$ cat src/rtl/params.sv
// Shared definitions for the game sequencer and every stage that decodes
// its state. Keeping the encoding in one place means the overlay, render
// and logic stages all agree on what each game_state value means.
//
// Contents:
//   game_state_t : 2-bit state encoding
//                  START_SCREEN=0, PLAYING=1, PAUSED=2, GAME_OVER=3
package params;

  typedef enum logic [1:0] {
    START_SCREEN = 2'd0,
    PLAYING      = 2'd1,
    PAUSED       = 2'd2,
    GAME_OVER    = 2'd3
  } game_state_t;

endpackage : params

$ cat src/rtl/button_debounce.sv
// Debounces one raw asynchronous push button and turns each accepted press
// into a single-cycle pulse.
//
// A 2-flop synchroniser feeds a stability counter. The debounced level only
// moves after the synchronised level has disagreed with it for
// DEBOUNCE_CYCLES consecutive cycles, and any bounce back restarts the count.
// A rising edge of the debounced level gives a one-cycle press pulse.
// Releases produce nothing.
//
// Ports:
//   pixel_clk : clock
//   rst_n     : asynchronous active-low reset
//   btn_raw   : raw button level, active-high, asynchronous to pixel_clk
//   press     : one-cycle registered pulse per accepted press
module button_debounce #(
  parameter int DEBOUNCE_CYCLES = 1_000_000
) (
  input  logic pixel_clk,
  input  logic rst_n,
  input  logic btn_raw,
  output logic press
);

  localparam int CNT_W = $clog2(DEBOUNCE_CYCLES);
  localparam logic [CNT_W-1:0] CNT_LAST = CNT_W'(DEBOUNCE_CYCLES - 1);

  // The arm counter must cover the two synchroniser cycles that read 0
  // straight out of reset, otherwise a button held through reset could
  // arm the path before its true level has arrived.
  localparam int ARM_W = $clog2(DEBOUNCE_CYCLES + 2);
  localparam logic [ARM_W-1:0] ARM_LAST = ARM_W'(DEBOUNCE_CYCLES + 1);

  logic             sync1_q, sync1_d;
  logic             sync2_q, sync2_d;
  logic [CNT_W-1:0] cnt_q, cnt_d;
  logic             level_q, level_d;
  logic             level_dly_q, level_dly_d;
  logic [ARM_W-1:0] arm_cnt_q, arm_cnt_d;
  logic             armed_q, armed_d;
  logic             press_q, press_d;

  // A press is only reported once the path is armed, which requires either
  // a quiet (released) stretch after reset or a debounced release. This is
  // what stops a button held across reset from firing when its debounced
  // level first rises.
  always_comb begin
    sync1_d     = btn_raw;
    sync2_d     = sync1_q;
    level_d     = level_q;
    level_dly_d = level_q;
    cnt_d       = '0;
    arm_cnt_d   = '0;
    armed_d     = armed_q;
    press_d     = armed_q & level_q & ~level_dly_q;

    if (sync2_q != level_q) begin
      if (cnt_q == CNT_LAST) begin
        level_d = sync2_q;
        if (level_q) begin
          armed_d = 1'b1;
        end
      end else begin
        cnt_d = cnt_q + 1'b1;
      end
    end else if (!armed_q && !level_q) begin
      if (arm_cnt_q == ARM_LAST) begin
        armed_d = 1'b1;
      end else begin
        arm_cnt_d = arm_cnt_q + 1'b1;
      end
    end
  end

  always_ff @(posedge pixel_clk or negedge rst_n) begin
    if (!rst_n) begin
      sync1_q     <= 1'b0;
      sync2_q     <= 1'b0;
      cnt_q       <= '0;
      level_q     <= 1'b0;
      level_dly_q <= 1'b0;
      arm_cnt_q   <= '0;
      armed_q     <= 1'b0;
      press_q     <= 1'b0;
    end else begin
      sync1_q     <= sync1_d;
      sync2_q     <= sync2_d;
      cnt_q       <= cnt_d;
      level_q     <= level_d;
      level_dly_q <= level_dly_d;
      arm_cnt_q   <= arm_cnt_d;
      armed_q     <= armed_d;
      press_q     <= press_d;
    end
  end

  assign press = press_q;

endmodule : button_debounce

$ cat src/rtl/game_state_ctrl.sv
// Top-level game sequencer. Debounces the fire and pause buttons, counts
// player lives and produces the 2-bit game_state used by the overlay,
// render and logic stages. Every state change is committed on the fsync
// pulse so no downstream stage sees a change mid-frame.
//
// Ports:
//   pixel_clk     : sole clock
//   rst_n         : asynchronous active-low reset
//   fsync         : one-cycle frame-start pulse, the commit point
//   btn_fire_raw  : raw fire button, active-high
//   btn_pause_raw : raw pause button, active-high
//   player_hit    : one-cycle pulse from collision logic
//   game_state    : 0=START_SCREEN 1=PLAYING 2=PAUSED 3=GAME_OVER
//   lives         : remaining lives
//   game_reset    : one-cycle pulse on the START_SCREEN -> PLAYING commit
module game_state_ctrl
  import params::*;
#(
  parameter int DEBOUNCE_CYCLES = 1_000_000,
  parameter int START_LIVES     = 3,
  parameter int LIVES_W         = 2,
  parameter int GAMEOVER_FRAMES = 180
) (
  input  logic               pixel_clk,
  input  logic               rst_n,
  input  logic               fsync,
  input  logic               btn_fire_raw,
  input  logic               btn_pause_raw,
  input  logic               player_hit,
  output logic [1:0]         game_state,
  output logic [LIVES_W-1:0] lives,
  output logic               game_reset
);

  // A one-frame game-over still needs a 1-bit timer to exist.
  localparam int TIMER_W = (GAMEOVER_FRAMES > 1) ? $clog2(GAMEOVER_FRAMES) : 1;
  localparam logic [TIMER_W-1:0] TIMER_LAST = TIMER_W'(GAMEOVER_FRAMES - 1);
  localparam logic [LIVES_W-1:0] LIVES_INIT = LIVES_W'(START_LIVES);
  localparam logic [LIVES_W-1:0] LIVES_ONE  = LIVES_W'(1);

  logic fire_press;
  logic pause_press;

  game_state_t        state_q, state_d;
  logic [LIVES_W-1:0] lives_q, lives_d;
  logic [TIMER_W-1:0] timer_q, timer_d;
  logic               game_reset_q, game_reset_d;
  logic               fire_pend_q, fire_pend_d;
  logic               pause_pend_q, pause_pend_d;
  logic               hit_pend_q, hit_pend_d;

  button_debounce #(
    .DEBOUNCE_CYCLES(DEBOUNCE_CYCLES)
  ) u_fire_debounce (
    .pixel_clk(pixel_clk),
    .rst_n    (rst_n),
    .btn_raw  (btn_fire_raw),
    .press    (fire_press)
  );

  button_debounce #(
    .DEBOUNCE_CYCLES(DEBOUNCE_CYCLES)
  ) u_pause_debounce (
    .pixel_clk(pixel_clk),
    .rst_n    (rst_n),
    .btn_raw  (btn_pause_raw),
    .press    (pause_press)
  );

  // fsync consumes all pending flags whether the current state uses them
  // or not. An event arriving in the fsync cycle itself lands after the
  // clear, so it is held over to the next frame.
  always_comb begin
    fire_pend_d  = fsync ? fire_press  : (fire_pend_q  | fire_press);
    pause_pend_d = fsync ? pause_press : (pause_pend_q | pause_press);
    hit_pend_d   = fsync ? player_hit  : (hit_pend_q   | player_hit);

    state_d      = state_q;
    lives_d      = lives_q;
    timer_d      = timer_q;
    game_reset_d = 1'b0;

    if (fsync) begin
      case (state_q)
        START_SCREEN: begin
          if (fire_pend_q) begin
            state_d      = PLAYING;
            lives_d      = LIVES_INIT;
            game_reset_d = 1'b1;
          end
        end
        PLAYING: begin
          // A hit outranks a pause in the same frame; the pause is dropped.
          if (hit_pend_q) begin
            if (lives_q == LIVES_ONE) begin
              state_d = GAME_OVER;
              lives_d = '0;
              timer_d = '0;
            end else if (lives_q != '0) begin
              lives_d = lives_q - 1'b1;
            end
          end else if (pause_pend_q) begin
            state_d = PAUSED;
          end
        end
        PAUSED: begin
          if (pause_pend_q) begin
            state_d = PLAYING;
          end
        end
        GAME_OVER: begin
          if (timer_q == TIMER_LAST) begin
            state_d = START_SCREEN;
            timer_d = '0;
          end else begin
            timer_d = timer_q + 1'b1;
          end
        end
        default: begin
          state_d = START_SCREEN;
        end
      endcase
    end
  end

  always_ff @(posedge pixel_clk or negedge rst_n) begin
    if (!rst_n) begin
      state_q      <= START_SCREEN;
      lives_q      <= '0;
      timer_q      <= '0;
      game_reset_q <= 1'b0;
      fire_pend_q  <= 1'b0;
      pause_pend_q <= 1'b0;
      hit_pend_q   <= 1'b0;
    end else begin
      state_q      <= state_d;
      lives_q      <= lives_d;
      timer_q      <= timer_d;
      game_reset_q <= game_reset_d;
      fire_pend_q  <= fire_pend_d;
      pause_pend_q <= pause_pend_d;
      hit_pend_q   <= hit_pend_d;
    end
  end

  assign game_state = state_q;
  assign lives      = lives_q;
  assign game_reset = game_reset_q;

endmodule : game_state_ctrl

$ cat config.mk
export PLATFORM = sky130hd
export DESIGN_NAME = game_state_ctrl
export DESIGN_NICKNAME = d
export VERILOG_FILES = /design/src/rtl/params.sv /design/src/rtl/button_debounce.sv /design/src/rtl/game_state_ctrl.sv
export SDC_FILE = /design/constraint.sdc
export NUM_CORES = 1
export LEC_CHECK = 0
export CORE_MARGIN = 1
export CORE_UTILIZATION = 35
export DETAILED_ROUTE_END_ITERATION = 10
export GPL_TIMING_DRIVEN = 0
export PLACE_DENSITY_LB_ADDON = 0.3
export SLEW_MARGIN = 15
export SYNTH_ARGS = -nofsm -noshare
export SYNTH_HDL_FRONTEND = slang
export SYNTH_SLANG_ARGS = --single-unit
$ cat constraint.sdc
create_clock -name pixel_clk -period 2.5 [get_ports pixel_clk]
set_input_delay 0.25 -clock pixel_clk [delete_from_list [all_inputs] [get_ports pixel_clk]]
set_output_delay 0.25 -clock pixel_clk [all_outputs]
set_load 0.01 [all_outputs]
==> flow_metrics.tcl <==
set metrics [dict create \
    filler_cell_count 1419 \
    postSynthAreaPerCell_um2 9.80 \
    critPathKind "reg -> reg" \
    post_drt_wl_per_cell_um 13.4 \
    grt_setup_unrepaired "false" \
    postSynthNetCount 560 \
    regToRegEndpoint "u_fire_debounce.cnt_q[7]$_DFF_PN0_" \
    crit_path_cell_trace "ha_1 > and4_1 > nand4_1 > o21bai_2 > clkbuf_1 > nor2_1" \
    port-buffer-count 10 \
    fin_cells 755 \
    numCtsBuffers 9 \
    ys.warnings.count 0 \
    initial_utilization 0.362 \
    critPathMaxStageDelay_ps 440 \
    clock_sinks 108 \
    tns_ps 0 \
    drtAntennaViolNets 0 \
    worst_ir_drop_vdd_uv 387 \
    detail_route.iter0.violations 215 \
    final_core_util 0.408 \
    cp-start-kind "register" \
    most-common-layout-cells "dfrtp_1, nor2_1, nand2_1" \
    grt_antenna_before_repair 0 \
    edff_count_synth 0 \
    grt_first_pass_wirelength_um 18300 \
    worst-path-buf-inv 1 \
    post_cts.repair.setup_buffers 0 \
    fraction_of_final_layout_cells_with_drive_strength_greater_than_1 0.0736 \
    synth.ff_latch_count 108 \
    r2r.worst_path.cells 6 \
    crit_path_top_delay_cell "o21bai_2" \
    outcome "finished with violations" \
    timing.final.ws_setup_ps 285 \
    r2r_setup_slack_ps 280 \
    grt-ovfl-total 0 \
    worstPathRequired_ps 2720 \
    worst_slew_pin_slew_ps 853 \
    place_congestion 0.786 \
    synth.cell_area_um2 5320 \
    p_per_area_nw_per_um2 561 \
    synth_seq_area_share 0.508 \
    synth_flop_type "dfrtp_1" \
    floorplan.die_area_um2 15700 \
    finalWirelength_um 10100 \
    fp.dieW_um 125 \
    io_pins 11 \
    report.final.hold_viol_count 0 \
    critical_path_cell_count 6 \
    worstReg2RegStart "u_fire_debounce.cnt_q[0]$_DFF_PN0_" \
    multi_input_area_um2 2470 \
    detailedPlacementHpwl_um 7000 \
    largest_net_degree_at_the_start_of_global_routing 65 \
    min-delay-path-class "in -> reg" \
    timing.final.crit_share 0.886 \
    timing.hold.worst_path_depth 1 \
    failed_checks "design-rule violations" \
    grt_util_all_layers 0.142 \
    endpoint_kind "register" \
    arrival_ps 2440 \
    finalSetupViolCount 0 \
    die_height_um 125 \
    syn-instance-count 543 \
    ctsRootBufferMaster "clkbuf_16" \
    seq_area_um2 2700 \
    max_freq_ghz 0.451 \
    critPathTopFamily "simple AND/OR/NAND/NOR gates" \
    dp_worst_setup_slack_ps 65.8 \
    hold_ws_ps 337 \
    commonest_non_fill_non_tap_cell_in_the_layout "dfrtp_1" \
    finalNetCount 583 \
    synth-async-reset-ratio 1.00 \
    diodes 0 \
    p_leak_nw 2.40 \
    drt-pass1-iter-count 9 \
    tritoncts_clock_tree "done" \
    worstHoldStart "btn_pause_raw" \
    finalClockSkew_ps 6.99 \
    htreeDepth 3 \
    placed_cells_incl_taps 738 \
    cap_violations 0 \
    num_vias 3949 \
    critPathMaxFanout 10 \
    drc_errors 2 \
    area_growth_syn_to_layout_pct 12.6 \
    via_count_of_the_first_global_routing_pass 3985 \
    ys_types 46 \
    slew-limit-headroom 0.426 \
    shortest_clock_period_the_worst_path_allows_after_layout_ps 2220 \
    clk_pin_slew_ps 70 \
    vias_per_cell 5.23 \
    maxSlewViolCount 0 \
    row_cnt 44 \
    clk_path_buf_depth 2 \
    clock_latency_ps 350 \
    min_delay_worst_endpoint "u_pause_debounce.sync1_q$_DFF_PN0_" \
    coreArea_um2 14700 \
]
## cells by family after synthesis
logic type / Yosys count / synth area share
and+or+nand+nor: 259 / 0.259
DFF: 108 / 0.508
AOI/OAI and AO/OA: 70 / 0.0809
xor gates and xnor gates: 52 / 0.0856
buffers and inverters: 37 / 0.0280
adders and majority gates: 11 / 0.0259
muxes: 6 / 0.0125
## flip-flops by register name (all words and copies together), names as in the netlist, 2 cells and up
register / count
u_fire_debounce.cnt_q: 20
u_pause_debounce.arm_cnt_q: 20
lives: 2
game_state: 2
u_fire_debounce.arm_cnt_q: 20
timer_q: 8
u_pause_debounce.cnt_q: 20
## cell type report
class | instances | share of cell area
Buffer | 14 | 0.0104
Tap cell | 184 | 0.0384
Sequential cell | 108 | 0.451
Clock inverter | 7 | 0.0125
Multi-Input combinational cell | 398 | 0.413
Timing Repair Buffer | 12 | 0.0232
Inverter | 23 | 0.0144
Clock buffer | 9 | 0.0376
## synth_stat cells, types with 2 or more instances
library cell    n  area share
or4b_1          2      0.0038
a31o_2          2      0.0033
ha_1           11       0.026
nand3_1        25       0.024
and3_1          2      0.0024
o21bai_1        2      0.0028
inv_1          23       0.016
and2_1          4      0.0047
or4_1          17       0.024
or4b_2          2      0.0038
clkbuf_1        6      0.0042
xor2_1         22       0.036
or3_1          13       0.015
nor2b_1         2      0.0024
a21oi_1        27       0.025
nor4b_1         5      0.0082
a211o_1         2      0.0033
a21o_1          3      0.0042
clkbuf_2        2      0.0019
dfrtp_1       108        0.51
buf_2           6      0.0056
and4_1          8       0.013
o21ai_0        15       0.014
o31ai_1        12       0.017
nand4_2         2      0.0047
nor4bb_1        2      0.0038
nor3_1         14       0.013
or2_2           2      0.0024
nand4_1        21       0.025
nor2_1         79       0.056
mux2_2          5       0.011
nand2b_1        6      0.0071
nor4_1         12       0.014
nand2_1        37       0.026
o41ai_1         2      0.0033
xnor2_1        30       0.049
## metal layers
metal / GRT usage / routed length (µm)
met1: 0.178 / 4880
met2: 0.240 / 4860
met3: 0.0415 / 280
met4: 0.0337 / 95
met5: 0 / 0
## report_power, final
group | leakage [nW] | total (W) | switching (W) | internal, W
Clock | 0.143 | 0.00144 | 0.000659 | 0.000782
Sequential | 1.48 | 0.00179 | 0.0000234 | 0.00177
Combinational | 0.779 | 0.000131 | 0.0000870 | 0.0000443
Total | 2.40 | 0.00336 | 0.000769 | 0.00259
## through the flow
step / cell area, µm² / power [W]
finish: 5990 / 0.00336
global route: 5990 / 0.00352
CTS: 5990 / 0.00344
detailed placement: 5680 / 0.00196
global placement: 5650 / 0.00195
floorplan: 5320 / 0.00188
## how the worst max path moves through the flow
stage                                       start                                    to  slack [ps]
2_1_floorplan  u_fire_debounce.cnt_q[0]$_DFF_PN0_   u_fire_debounce.cnt_q[10]$_DFF_PN0_         590
3_3_place_gp                                rst_n  u_pause_debounce.cnt_q[10]$_DFF_PN0_       -2980
3_5_place_dp   u_fire_debounce.cnt_q[0]$_DFF_PN0_   u_fire_debounce.cnt_q[12]$_DFF_PN0_          70
4_1_cts        u_fire_debounce.cnt_q[0]$_DFF_PN0_    u_fire_debounce.cnt_q[7]$_DFF_PN0_          30
5_1_grt        u_fire_debounce.cnt_q[0]$_DFF_PN0_   u_fire_debounce.cnt_q[12]$_DFF_PN0_          60
6_report       u_fire_debounce.cnt_q[0]$_DFF_PN0_    u_fire_debounce.cnt_q[7]$_DFF_PN0_         280
## worst reg2reg max path: stages, from the launching register on
cell and delay, ps:
dfrtp_1 400, ha_1 240, and4_1 290, nand4_1 220, o21bai_2 440, clkbuf_1 410
nor2_1 100
## what timing repair did
action                                  4_1_cts  5_1_grt
hold endpoints to repair                     44        0
gates resized for setup                       0        1
hold buffers                                  1        0
endpoints found under the setup margin        0       10
Power figures use the tool's default switching activity.
